File: src/rtl/riscv_pkg.sv
// Shared definitions for the 5-stage RISC-V core: ALU operation codes,
// writeback mux encodings and the packed decode control word.
package riscv_pkg;

    localparam logic [2:0] ALU_ADD     = 3'b000;
    localparam logic [2:0] ALU_SUB     = 3'b001;
    localparam logic [2:0] ALU_AND     = 3'b010;
    localparam logic [2:0] ALU_OR      = 3'b011;
    localparam logic [2:0] ALU_SLT     = 3'b101;
    localparam logic [2:0] ALU_ILLEGAL = 3'b111;

    localparam logic [1:0] RESULT_ALU = 2'b00;
    localparam logic [1:0] RESULT_MEM = 2'b01;
    localparam logic [1:0] RESULT_PC4 = 2'b10;

    typedef struct packed {
        logic       reg_write;
        logic       mem_write;
        logic [1:0] result_src;
        logic       branch;
        logic       jump;
        logic       alu_src;
        logic [2:0] alu_control;
    } ctrl_t;

    // A bubble must never write state or redirect the PC, so the
    // side-effecting control bits are cleared when the slot is not valid.
    function automatic ctrl_t bubble_mask(input ctrl_t c, input logic valid);
        ctrl_t r;
        r = c;
        if (!valid) begin
            r.reg_write = 1'b0;
            r.mem_write = 1'b0;
            r.branch    = 1'b0;
            r.jump      = 1'b0;
        end
        return r;
    endfunction

endpackage

File: src/rtl/pipe_reg.sv
// Generic pipeline flop bundle: asynchronous reset, synchronous clear
// (which wins over enable) and load enable.
module pipe_reg #(
    parameter int WIDTH = 8
) (
    input  logic             clk,
    input  logic             rst,
    input  logic             en,
    input  logic             clr,
    input  logic [WIDTH-1:0] d,
    output logic [WIDTH-1:0] q
);

    // Clear inserts a zero bubble even when the stage is also being held.
    always_ff @(posedge clk or posedge rst) begin
        if (rst)
            q <= '0;
        else if (clr)
            q <= '0;
        else if (en)
            q <= d;
    end

endmodule

File: src/rtl/id_ex_pipeline_reg.sv
// Decode -> Execute pipeline register. Registers the control word and the
// operand bundle, handles hazard stall/flush, flags illegal ALU codes and
// keeps a saturating count of bubbles entering execute.
module id_ex_pipeline_reg
    import riscv_pkg::*;
#(
    parameter int DATA_WIDTH = 32,
    parameter int ADDR_WIDTH = 5,
    parameter int CNT_WIDTH  = 16
) (
    input  logic                  clk,
    input  logic                  rst,
    input  logic                  StallE_i,
    input  logic                  FlushE_i,
    input  logic                  ValidD_i,
    input  logic                  RegWriteD_i,
    input  logic                  MemWriteD_i,
    input  logic [1:0]            ResultSrcD_i,
    input  logic                  BranchD_i,
    input  logic                  JumpD_i,
    input  logic                  ALUSrcD_i,
    input  logic [2:0]            ALUControlD_i,
    input  logic [DATA_WIDTH-1:0] RD1D_i,
    input  logic [DATA_WIDTH-1:0] RD2D_i,
    input  logic [DATA_WIDTH-1:0] ImmExtD_i,
    input  logic [DATA_WIDTH-1:0] PCD_i,
    input  logic [DATA_WIDTH-1:0] PCPlus4D_i,
    input  logic [ADDR_WIDTH-1:0] Rs1D_i,
    input  logic [ADDR_WIDTH-1:0] Rs2D_i,
    input  logic [ADDR_WIDTH-1:0] RdD_i,
    output logic                  ValidE_o,
    output logic                  RegWriteE_o,
    output logic                  MemWriteE_o,
    output logic [1:0]            ResultSrcE_o,
    output logic                  BranchE_o,
    output logic                  JumpE_o,
    output logic                  ALUSrcE_o,
    output logic [2:0]            ALUControlE_o,
    output logic [DATA_WIDTH-1:0] RD1E_o,
    output logic [DATA_WIDTH-1:0] RD2E_o,
    output logic [DATA_WIDTH-1:0] ImmExtE_o,
    output logic [DATA_WIDTH-1:0] PCE_o,
    output logic [DATA_WIDTH-1:0] PCPlus4E_o,
    output logic [ADDR_WIDTH-1:0] Rs1E_o,
    output logic [ADDR_WIDTH-1:0] Rs2E_o,
    output logic [ADDR_WIDTH-1:0] RdE_o,
    output logic                  IllegalE_o,
    output logic [CNT_WIDTH-1:0]  BubbleCnt_o
);

    localparam int DATA_BITS = 5 * DATA_WIDTH + 3 * ADDR_WIDTH;

    ctrl_t                ctrl_d;
    ctrl_t                ctrl_q;
    logic [DATA_BITS-1:0] data_d;
    logic [DATA_BITS-1:0] data_q;
    logic                 load_en;
    logic                 bubble_edge;
    logic                 valid_q;
    logic                 illegal_q;
    logic [CNT_WIDTH-1:0] bubble_cnt;

    assign load_en = ~StallE_i;

    // An edge inserts a bubble when it flushes (even during a stall) or
    // loads a slot that decode marked as not holding an instruction.
    assign bubble_edge = FlushE_i | (~StallE_i & ~ValidD_i);

    // Assemble the decode control word, stripping side effects from bubbles.
    always_comb begin
        ctrl_d = '0;
        ctrl_d.reg_write   = RegWriteD_i;
        ctrl_d.mem_write   = MemWriteD_i;
        ctrl_d.result_src  = ResultSrcD_i;
        ctrl_d.branch      = BranchD_i;
        ctrl_d.jump        = JumpD_i;
        ctrl_d.alu_src     = ALUSrcD_i;
        ctrl_d.alu_control = ALUControlD_i;
        ctrl_d = bubble_mask(ctrl_d, ValidD_i);
    end

    assign data_d = {RD1D_i, RD2D_i, ImmExtD_i, PCD_i, PCPlus4D_i, Rs1D_i, Rs2D_i, RdD_i};

    pipe_reg #(.WIDTH($bits(ctrl_t))) u_ctrl_reg (
        .clk (clk),
        .rst (rst),
        .en  (load_en),
        .clr (FlushE_i),
        .d   (ctrl_d),
        .q   (ctrl_q)
    );

    pipe_reg #(.WIDTH(DATA_BITS)) u_data_reg (
        .clk (clk),
        .rst (rst),
        .en  (load_en),
        .clr (FlushE_i),
        .d   (data_d),
        .q   (data_q)
    );

    // Valid bit and illegal-op flag follow the same flush/stall priority;
    // the flag is only raised for real instructions.
    always_ff @(posedge clk or posedge rst) begin
        if (rst) begin
            valid_q   <= 1'b0;
            illegal_q <= 1'b0;
        end else if (FlushE_i) begin
            valid_q   <= 1'b0;
            illegal_q <= 1'b0;
        end else if (load_en) begin
            valid_q   <= ValidD_i;
            illegal_q <= ValidD_i && (ALUControlD_i == ALU_ILLEGAL);
        end
    end

    // Debug bubble counter, saturating at all-ones instead of wrapping.
    always_ff @(posedge clk or posedge rst) begin
        if (rst)
            bubble_cnt <= '0;
        else if (bubble_edge && (bubble_cnt != {CNT_WIDTH{1'b1}}))
            bubble_cnt <= bubble_cnt + 1'b1;
    end

    assign ValidE_o      = valid_q;
    assign IllegalE_o    = illegal_q;
    assign BubbleCnt_o   = bubble_cnt;
    assign RegWriteE_o   = ctrl_q.reg_write;
    assign MemWriteE_o   = ctrl_q.mem_write;
    assign ResultSrcE_o  = ctrl_q.result_src;
    assign BranchE_o     = ctrl_q.branch;
    assign JumpE_o       = ctrl_q.jump;
    assign ALUSrcE_o     = ctrl_q.alu_src;
    assign ALUControlE_o = ctrl_q.alu_control;
    assign {RD1E_o, RD2E_o, ImmExtE_o, PCE_o, PCPlus4E_o, Rs1E_o, Rs2E_o, RdE_o} = data_q;

endmodule

File: config.mk
export PLATFORM = sky130hd
export DESIGN_NAME = id_ex_pipeline_reg
export DESIGN_NICKNAME = d
export VERILOG_FILES = /design/src/rtl/riscv_pkg.sv /design/src/rtl/pipe_reg.sv /design/src/rtl/id_ex_pipeline_reg.sv
export SDC_FILE = /design/constraint.sdc
export NUM_CORES = 1
export LEC_CHECK = 0
export BUFFER_PORTS_ARGS = -buffer_cell sky130_fd_sc_hd__buf_2
export CAP_MARGIN = 20
export CELL_PAD_IN_SITES_DETAIL_PLACEMENT = 1
export CELL_PAD_IN_SITES_GLOBAL_PLACEMENT = 1
export CORE_AREA = 10 10 193 195
export CTS_BUF_LIST = sky130_fd_sc_hd__clkbuf_8 sky130_fd_sc_hd__clkbuf_16
export DETAILED_ROUTE_END_ITERATION = 8
export DIE_AREA = 0 0 203 205
export PLACE_DENSITY_LB_ADDON = 0.1
export SLEW_MARGIN = 10
export SYNTH_ARGS = -nofsm -noshare
export SYNTH_HDL_FRONTEND = slang
export SYNTH_SLANG_ARGS = --single-unit
File: constraint.sdc
create_clock -name clk -period 12.45 [get_ports clk]
set_input_delay 0.6225 -clock clk [delete_from_list [all_inputs] [get_ports clk]]
set_output_delay 0.6225 -clock clk [all_outputs]
set_load 0.01 [all_outputs]
==> results.tsv, run 1 <==
metric	value	unit
status	complete, no violations	
fin_util	34.4	%
met1Wirelength	12.1	mm
die_area	41600	um2
finClkSkew	0.00261	ns
post_drt_wl_per_cell	19.7	um
top_layer	met5	
setup_violations	0	
wl_met3	2.57	mm
worst_path_largest_cell_delay	0.89	ns
met2_wirelength	15.0	mm
synth_top_cell_area_share	61.5	%
rsz0062_at_grt	false	
ir_worst_vdd	0.0773	mV
gp_congestion	0.739	
cp-start-kind	input port	
async_reset_ff_share	100	%
pin_count	393	
crit_path_end_kind	register	
finalCritPeriodShare	24.9	%
cts_setup_buffers	0	
hpwlAfterDp	21.9	mm
drc	0	
crit_top_cell	buf_4	
slowest_stage	buf_4	
mostFrequentLayoutCells	buf_2 (390), dfrtp_1 (203), nor2_1 (195)	
clkSlewWorstSetupHoldPaths	0.06	ns
min-delay-path-class	input port to asynchronous set/reset pin	
yosys-top-cells-area	dfrtp_1 (61%), mux2i_1 (22%), nor2_1 (8.9%)	
ys_ff_latch	203	
synthFlopType	dfrtp_1	
layout-drive-gt1-share	40.5	%
grt.total_usage	13.9	%
drt-initial-drc-count	200	
synth_edf_count	0	
clockRootBuffer	clkbuf_16	
cap_violations	0	
power_density	148	nW/um2
grt_pass1_vias	7158	
fin_area	11500	um2
insertion_delay	0.52	ns
wl	30.2	mm
die_w	203	um
antenna_found_initial	5	
hold_violations	0	
clk_path_buf_depth	3	
cts.sinks	203	
start_util	24.8	%
final.setup.tns	0	ns
grt_pass1_wl	45.6	mm
ant_nets	0	
grt_max_degree	111	
cts_made_buffers	25	
arrival	3.44	ns
cts_tree	done	
core_area	33300	um2
yosys_warnings	0	
syn_nets	877	
slew_viol_final	0	
die_h	205	um
cts_max_level	1	
cts_resized	0	
maxSlewHeadroom	34.2	%
drt_first_pass_iters	4	
seq_area_frac_synth	61.5	%
area_growth	38.7	%
final.min_clock_period	3.10	ns
post-place-ws	8.80	ns
layout_commonest_cell	buf_2	
viasPerCell	4.21	
placed_area	10700	um2
port-buffer-count	392	
n_fill_cell	3828	
nets	1258	
syn_area_per_cell	12.0	um2
rows	67	
hold_buffers	0	
setup_ws	9.35	ns
dr_total_vias	6467	
synth_cells	686	
power_leakage	6.54	nW
path_class	input port to register	
gr-total-overflow	0	
cp_max_fo	89	
total_power	1.69	mW
synth.distinct_cells	29	
path_cells	buf_8, buf_4, buf_4, mux2i_1, nor2_1	
netlist_area	8260	um2
required	12.80	ns
worst_pin_slew	0.987	ns
yosys.area.top_type	dfrtp_1	
max_freq	0.323	GHz
==> cell usage after synthesis (2+ instances only) <==
library cell,number
and4_1,2
inv_1,2
dfrtp_1,203
nor4_1,3
nor3_1,5
mux2i_1,181
nand4_1,2
o21ai_0,2
buf_2,20
nor4b_1,2
nor2_1,195
nand2_1,11
nand3_1,3
a21oi_1,5
xor2_1,14
nor3b_1,2
clkbuf_1,22
==> stage by stage <==
step                instances  hold slack, ns
floorplan                 686           0.521
global placement         1488           0.492
detailed placement       1488           0.502
CTS                      1532           0.238
global route             1533           0.267
finish                   1535           0.227
==> power breakdown <==
part	switching, mW	internal [mW]
logic	0.132	0.104
registers	0.0386	0.707
clock network	0.282	0.427
total	0.453	1.24
==> routing by layer <==
metal	global-route usage, %	vias to the layer above
met5	0	-
met4	3.09	4
met3	5.20	36
met2	23.7	211
met1	16.3	3164
li1	-	3052
==> final timing paths <==
check | startpoint | slack (ns) | cells after the start | endpoint
max | StallE_i | 9.35 | 5 | u_data_reg.q[122]$_DFFE_PP0P_
min | rst | 0.23 | 2 | u_data_reg.q[118]$_DFFE_PP0P_
max reg2reg | BubbleCnt_o[0]$_DFFE_PP0P_ | 10.61 | 5 | BubbleCnt_o[1]$_DFFE_PP0P_
min reg2reg | BubbleCnt_o[15]$_DFFE_PP0P_ | 0.51 | 1 | BubbleCnt_o[15]$_DFFE_PP0P_
max in group asynchronous | rst | 10.96 | 3 | u_data_reg.q[36]$_DFFE_PP0P_
min in group clk | PCD_i[24] | 0.34 | 3 | u_data_reg.q[71]$_DFFE_PP0P_
==> critical path, delay by kind of cell <==
kind / cells / cell delay (ns)
buffers and inverters: 3 / 2.27
muxes: 1 / 0.29
and+or+nand+nor: 1 / 0.06
==> sequential cells by signal, indices dropped and copies added (netlist names) <==
signal        cells
IllegalE_o        1
BubbleCnt_o      16
u_data_reg.q    175
ValidE_o          1
u_ctrl_reg.q     10
==> layout make-up <==
cell class	instances	area, um2	area share [%]
tap	448	561	4.89
multi-input combinational	438	2990	26.1
sequential	203	5080	44.3
antenna	3	7.51	0.0655
inverter	2	15.0	0.131
clock inverter	15	115	1.00
clock buffer	29	681	5.94
timing repair buffer	397	2020	17.6
==> kinds of logic (layout without fill, tap and decap cells) <==
group | count (synthesis) | count (layout) | synth area share, %
AO/OA/AOI/OAI | 9 | 9 | 0.606
XOR/XNOR | 14 | 14 | 1.48
adder cells (fa/ha/maj) | 1 | 1 | 0.151
buffers and inverters | 45 | 443 | 2.35
flip-flops | 203 | 203 | 61.5
multiplexers | 182 | 182 | 22.1
other | 0 | 3 | 0
AND/OR/NAND/NOR | 232 | 232 | 11.8
Note: power is estimated with default switching activity, not from simulation.
==> run 2: changes to the inputs <==
==> constraint.sdc (replaced) <==
create_clock -name clk -period 2.71 [get_ports clk]
set_input_delay 0.1355 -clock clk [delete_from_list [all_inputs] [get_ports clk]]
set_output_delay 0.1355 -clock clk [all_outputs]
set_load 0.01 [all_outputs]
==> results.tsv, run 2 (same netlist as run 1, synthesis figures left out) <==
metric	value	unit
status	complete, no violations	
setup_violations	0	
drt_first_pass_iters	4	
rows	67	
path_class	register to register	
path_cells	ha_1, nand3_1, nor4_4, nor2_2, mux2_4	
cp_max_fo	9	
grt.total_usage	14.9	%
hold_violations	0	
rsz0062_at_grt	false	
insertion_delay	0.52	ns
largest_reg_flops	175	
nets	1448	
dr_total_vias	7292	
finalCritPeriodShare	67.5	%
slew_viol_final	0	
post_drt_wl_per_cell	18.9	um
crit_buf_inv	0	
ant_nets	0	
cp-start-kind	register	
hpwlAfterDp	22.1	mm
gp_congestion	0.724	
cts_max_level	1	
cp_top_family	simple AND/OR/NAND/NOR gates	
drc	0	
port-buffer-count	392	
final.min_clock_period	1.83	ns
grt_max_degree	188	
worst_path_largest_cell_delay	0.56	ns
layout-drive-gt1-share	34.9	%
finClkSkew	0.00265	ns
grt_pass1_wl	49.5	mm
gr-total-overflow	0	
largest-register	u_data_reg.q	
cap_violations	0	
clk_path_buf_depth	3	
required	3.12	ns
viasPerCell	4.23	
total_power	8.23	mW
die_w	203	um
wl	32.5	mm
cts_made_buffers	26	
core_area	33300	um2
clockRootBuffer	clkbuf_16	
drt-initial-drc-count	235	
power_leakage	7.38	nW
cts.sinks	203	
die_area	41600	um2
cts_tree	done	
arrival	2.24	ns
min-delay-path-class	input port to register	
clkSlewWorstSetupHoldPaths	0.06	ns
ir_worst_vdd	0.380	mV
worst_pin_slew	1.13	ns
placed_area	10800	um2
power_density	611	nW/um2
grt_pass1_vias	8091	
maxSlewHeadroom	24.4	%
pin_count	393	
layout_commonest_cell	buf_2	
die_h	205	um
fin_area	13500	um2
max_freq	0.547	GHz
crit_path_end_kind	register	
antenna_found_initial	1	
area_growth	63.2	%
slowest_stage	nor4_4	
start_util	24.8	%
n_fill_cell	3724	
mostFrequentLayoutCells	buf_2 (390), dfrtp_1 (203), nor2_1 (195)	
[run 2: cell count changes in the layout (fill, tap and decap cells not counted), sizes merged]
cell / change
buf: +3
clkbuf: +4
dlygate4sd3: +186
clkinv: -3
inv: -2
diode: -2
clkinvlp: +2
[run 2: routing by layer]
layer,vias to the layer above,part of all wire [%],track usage [%]
met4,0,1.8,3.60
met5,-,0,0
met3,40,6.9,4.30
met2,237,50,26.0
li1,3430,-,-
met1,3585,41,17.8
[run 2: what timing repair did]
item	4_1_cts	5_1_grt
endpoints found under the hold margin	339	0
buffers inserted	0	0
gates resized for setup	0	0
hold buffers	186	0
[run 2: cell type report]
type / count / area [um2] / area share (%)
Sequential cell: 203 / 5080 / 37.7
Timing Repair Buffer: 586 / 3980 / 29.5
Multi-Input combinational cell: 438 / 2990 / 22.2
Clock buffer: 33 / 758 / 5.63
Tap cell: 448 / 561 / 4.16
Clock inverter: 12 / 104 / 0.771
Inverter: 2 / 11.3 / 0.0836
Antenna cell: 1 / 2.50 / 0.0186
[run 2: per-stage QoR]
step           instances  hold slack (ns)  util [%]  setup TNS (ns)  setup WS [ns]
6_report            1723           0.0381      40.5               0          0.881
5_1_grt             1723           0.0732      40.5               0          0.711
3_3_place_gp        1491            0.117      32.3               0          0.917
3_5_place_dp        1491            0.116      32.3               0          0.861
4_1_cts             1722           0.0219      40.5               0          0.844
2_1_floorplan        686            0.289         -          -11.33        -0.0558
[run 2: tightest hold or removal path, cell delays in order]
cell and delay [ns]:
buf_2 0.14, nand2_1 0.06, nor2_1 0.03, a21oi_1 0.10, nor2_1 0.05
[run 2: final timing paths]
kind,end,startpoint,slack (ns),cells past startpoint
worst max-delay path,BubbleCnt_o[1]$_DFFE_PP0P_,BubbleCnt_o[0]$_DFFE_PP0P_,0.88,5
worst min-delay path,u_ctrl_reg.q[5]$_DFFE_PP0P_,ValidD_i,0.04,5
worst max register to register,BubbleCnt_o[1]$_DFFE_PP0P_,BubbleCnt_o[0]$_DFFE_PP0P_,0.88,5
worst min register to register,BubbleCnt_o[15]$_DFFE_PP0P_,BubbleCnt_o[15]$_DFFE_PP0P_,0.50,1
max in group asynchronous,BubbleCnt_o[11]$_DFFE_PP0P_,rst,1.73,5
min in group asynchronous,u_data_reg.q[15]$_DFFE_PP0P_,rst,0.13,3
[run 2: power by group]
part           switching, mW  leakage (nW)  internal (mW)  total (mW)
clock                   1.33         0.449           2.13        3.47
sequential             0.167          2.69           3.25        3.42
combinational          0.683          4.24          0.666        1.35
total                   2.18          7.38           6.05        8.23
==> run 3: changes to the inputs <==
==> constraint.sdc (replaced) <==
create_clock -name clk -period 1.89 [get_ports clk]
set_input_delay 0.0945 -clock clk [delete_from_list [all_inputs] [get_ports clk]]
set_output_delay 0.0945 -clock clk [all_outputs]
set_load 0.01 [all_outputs]
==> results.tsv, run 3 (same netlist as run 1, synthesis figures left out) <==
metric	value	unit
cp_max_fo	5	
layout-drive-gt1-share	34.8	%
worstHoldPathCells	5	
dr_total_vias	7285	
finalCritPeriodShare	89.2	%
finClkSkew	0.00224	ns
rsz0062_at_grt	false	
grt_pass1_wl	49.6	mm
drc	0	
cts_setup_buffers	0	
pin_count	393	
die_w	203	um
cts_max_level	1	
nets	1455	
path_class	register to register	
cap_violations	0	
grt.total_usage	14.8	%
crit_path_end_kind	register	
clockRootBuffer	clkbuf_16	
ff2ff_path_depth	6	
final.min_clock_period	1.69	ns
p_switching	3.03	mW
pwr-share-comb	17.2	%
multiInputGateArea	2990	um2
power_density	840	nW/um2
min-delay-path-class	input port to register	
arrival	2.06	ns
cts.sinks	203	
viasPerCell	4.21	
power_leakage	7.36	nW
port-buffer-count	392	
gp_congestion	0.733	
min_to	IllegalE_o$_DFFE_PP0P_	
core_area	33300	um2
largest_reg_flops	175	
seqCellArea	5080	um2
layout_commonest_cell	buf_2	
maxSlewHeadroom	41.5	%
max_freq	0.593	GHz
largest-register	u_data_reg.q	
rows	67	
ir_worst_vdd	0.517	mV
cts_made_buffers	25	
worst_pin_slew	0.878	ns
antenna_found_initial	2	
ant_nets	0	
cts_resized	0	
start_util	24.8	%
gr-total-overflow	0	
required	2.26	ns
status	complete, no violations	
mostFrequentLayoutCells	buf_2 (390), dfrtp_1 (203), nor2_1 (195)	
area_growth	62.6	%
grt_max_degree	188	
cts_tree	done	
placed_cells	1496	
path_cells	ha_1, nand3_1, nor4_4, buf_4, nor4_1, xor2_1	
hpwlAfterDp	22.6	mm
hold_start	ValidD_i	
n_fill_cell	3741	
clkSlewWorstSetupHoldPaths	0.06	ns
cp-start-kind	register	
post_drt_wl_per_cell	18.6	um
drt-initial-drc-count	202	
slowest_stage	dfrtp_1	
whs	0.0509	ns
setup_violations	0	
seq_power_share	43.4	%
internal-power	8.26	mW
fin_area	13400	um2
die_h	205	um
drt_first_pass_iters	4	
worst_path_largest_cell_delay	0.40	ns
layout.cells.non_filler	1729	
slew_viol_final	0	
p_clk_share	39.5	%
clk_path_buf_depth	3	
reg2reg_slack	0.20	ns
insertion_delay	0.51	ns
swShare	26.9	%
wl	32.2	mm
grt_pass1_vias	8209	
r2r-start	BubbleCnt_o[0]$_DFFE_PP0P_	
die_area	41600	um2
hold_violations	0	
placed_area	10800	um2
worstReg2RegEnd	BubbleCnt_o[13]$_DFFE_PP0P_	
-- run 3: cell count changes in the layout (fill, tap and decap cells not counted), sizes merged --
| cell | before | now |
|---|---|---|
| buf | 400 | 405 |
| bufinv | 2 | 0 |
| clkbuf | 33 | 32 |
| clkinvlp | 2 | 1 |
| diode | 1 | 2 |
| dlygate4sd3 | 186 | 189 |
| inv | 8 | 9 |
-- run 3: area by class of cell --
cell class | count | share of cell area [%]
flip-flops and latches | 203 | 37.8
well taps | 448 | 4.17
clock buffers | 32 | 5.37
clock inverters | 10 | 0.298
inverters | 2 | 0.0838
multi-input cells | 438 | 22.2
diodes | 2 | 0.0373
repair buffers | 594 | 30.0
-- run 3: timing repair --
action	in CTS	in global routing
hold buffers	189	0
endpoints found under the hold margin	199	0
endpoints found under the setup margin	0	0
-- run 3: how the worst max path moves through the flow --
stage | start | end
final | BubbleCnt_o[0]$_DFFE_PP0P_ | BubbleCnt_o[13]$_DFFE_PP0P_
after global routing | BubbleCnt_o[1]$_DFFE_PP0P_ | BubbleCnt_o[10]$_DFFE_PP0P_
after CTS | BubbleCnt_o[0]$_DFFE_PP0P_ | BubbleCnt_o[14]$_DFFE_PP0P_
after detailed placement | BubbleCnt_o[0]$_DFFE_PP0P_ | BubbleCnt_o[14]$_DFFE_PP0P_
after global placement | BubbleCnt_o[0]$_DFFE_PP0P_ | BubbleCnt_o[14]$_DFFE_PP0P_
after floorplan | rst | BubbleCnt_o[0]$_DFFE_PP0P_
-- run 3: per-layer routing --
layer  wire (um)  up-vias  global-route usage (%)
li1            -     3451                       -
met1       12900     3563                    17.1
met2       16300      231                    26.0
met3        2410       40                    4.71
met4         598        0                    3.86
met5           0        -                       0
-- run 3: critical path, delay by kind of cell, from the launching register on --
kind          cells  cell delay [ns]
xor+xnor          1             0.14
fa+ha+maj         1             0.20
buf+inv           1             0.21
flops             1             0.40
simple gates      3             0.60
-- run 3: through the flow --
step,setup TNS [ns],utilization (%),worst slack [ns],power [mW]
6_report,0,40.4,0.204,11.3
3_5_place_dp,0,32.4,0.210,6.64
3_3_place_gp,0,32.4,0.233,6.61
4_1_cts,0,40.4,0.179,11.6
2_1_floorplan,-169.46,-,-0.835,5.79
5_1_grt,0,40.4,0.0212,11.9
-- run 3: power by group through the flow --
stage | Sequential (mW) | Clock, mW | Combinational (mW)
6_report | 4.90 | 4.46 | 1.94
5_1_grt | 4.95 | 4.84 | 2.14
4_1_cts | 4.90 | 4.68 | 1.99
3_5_place_dp | 4.98 | 0 | 1.66
3_3_place_gp | 4.96 | 0 | 1.66
2_1_floorplan | 5.10 | 0 | 0.689
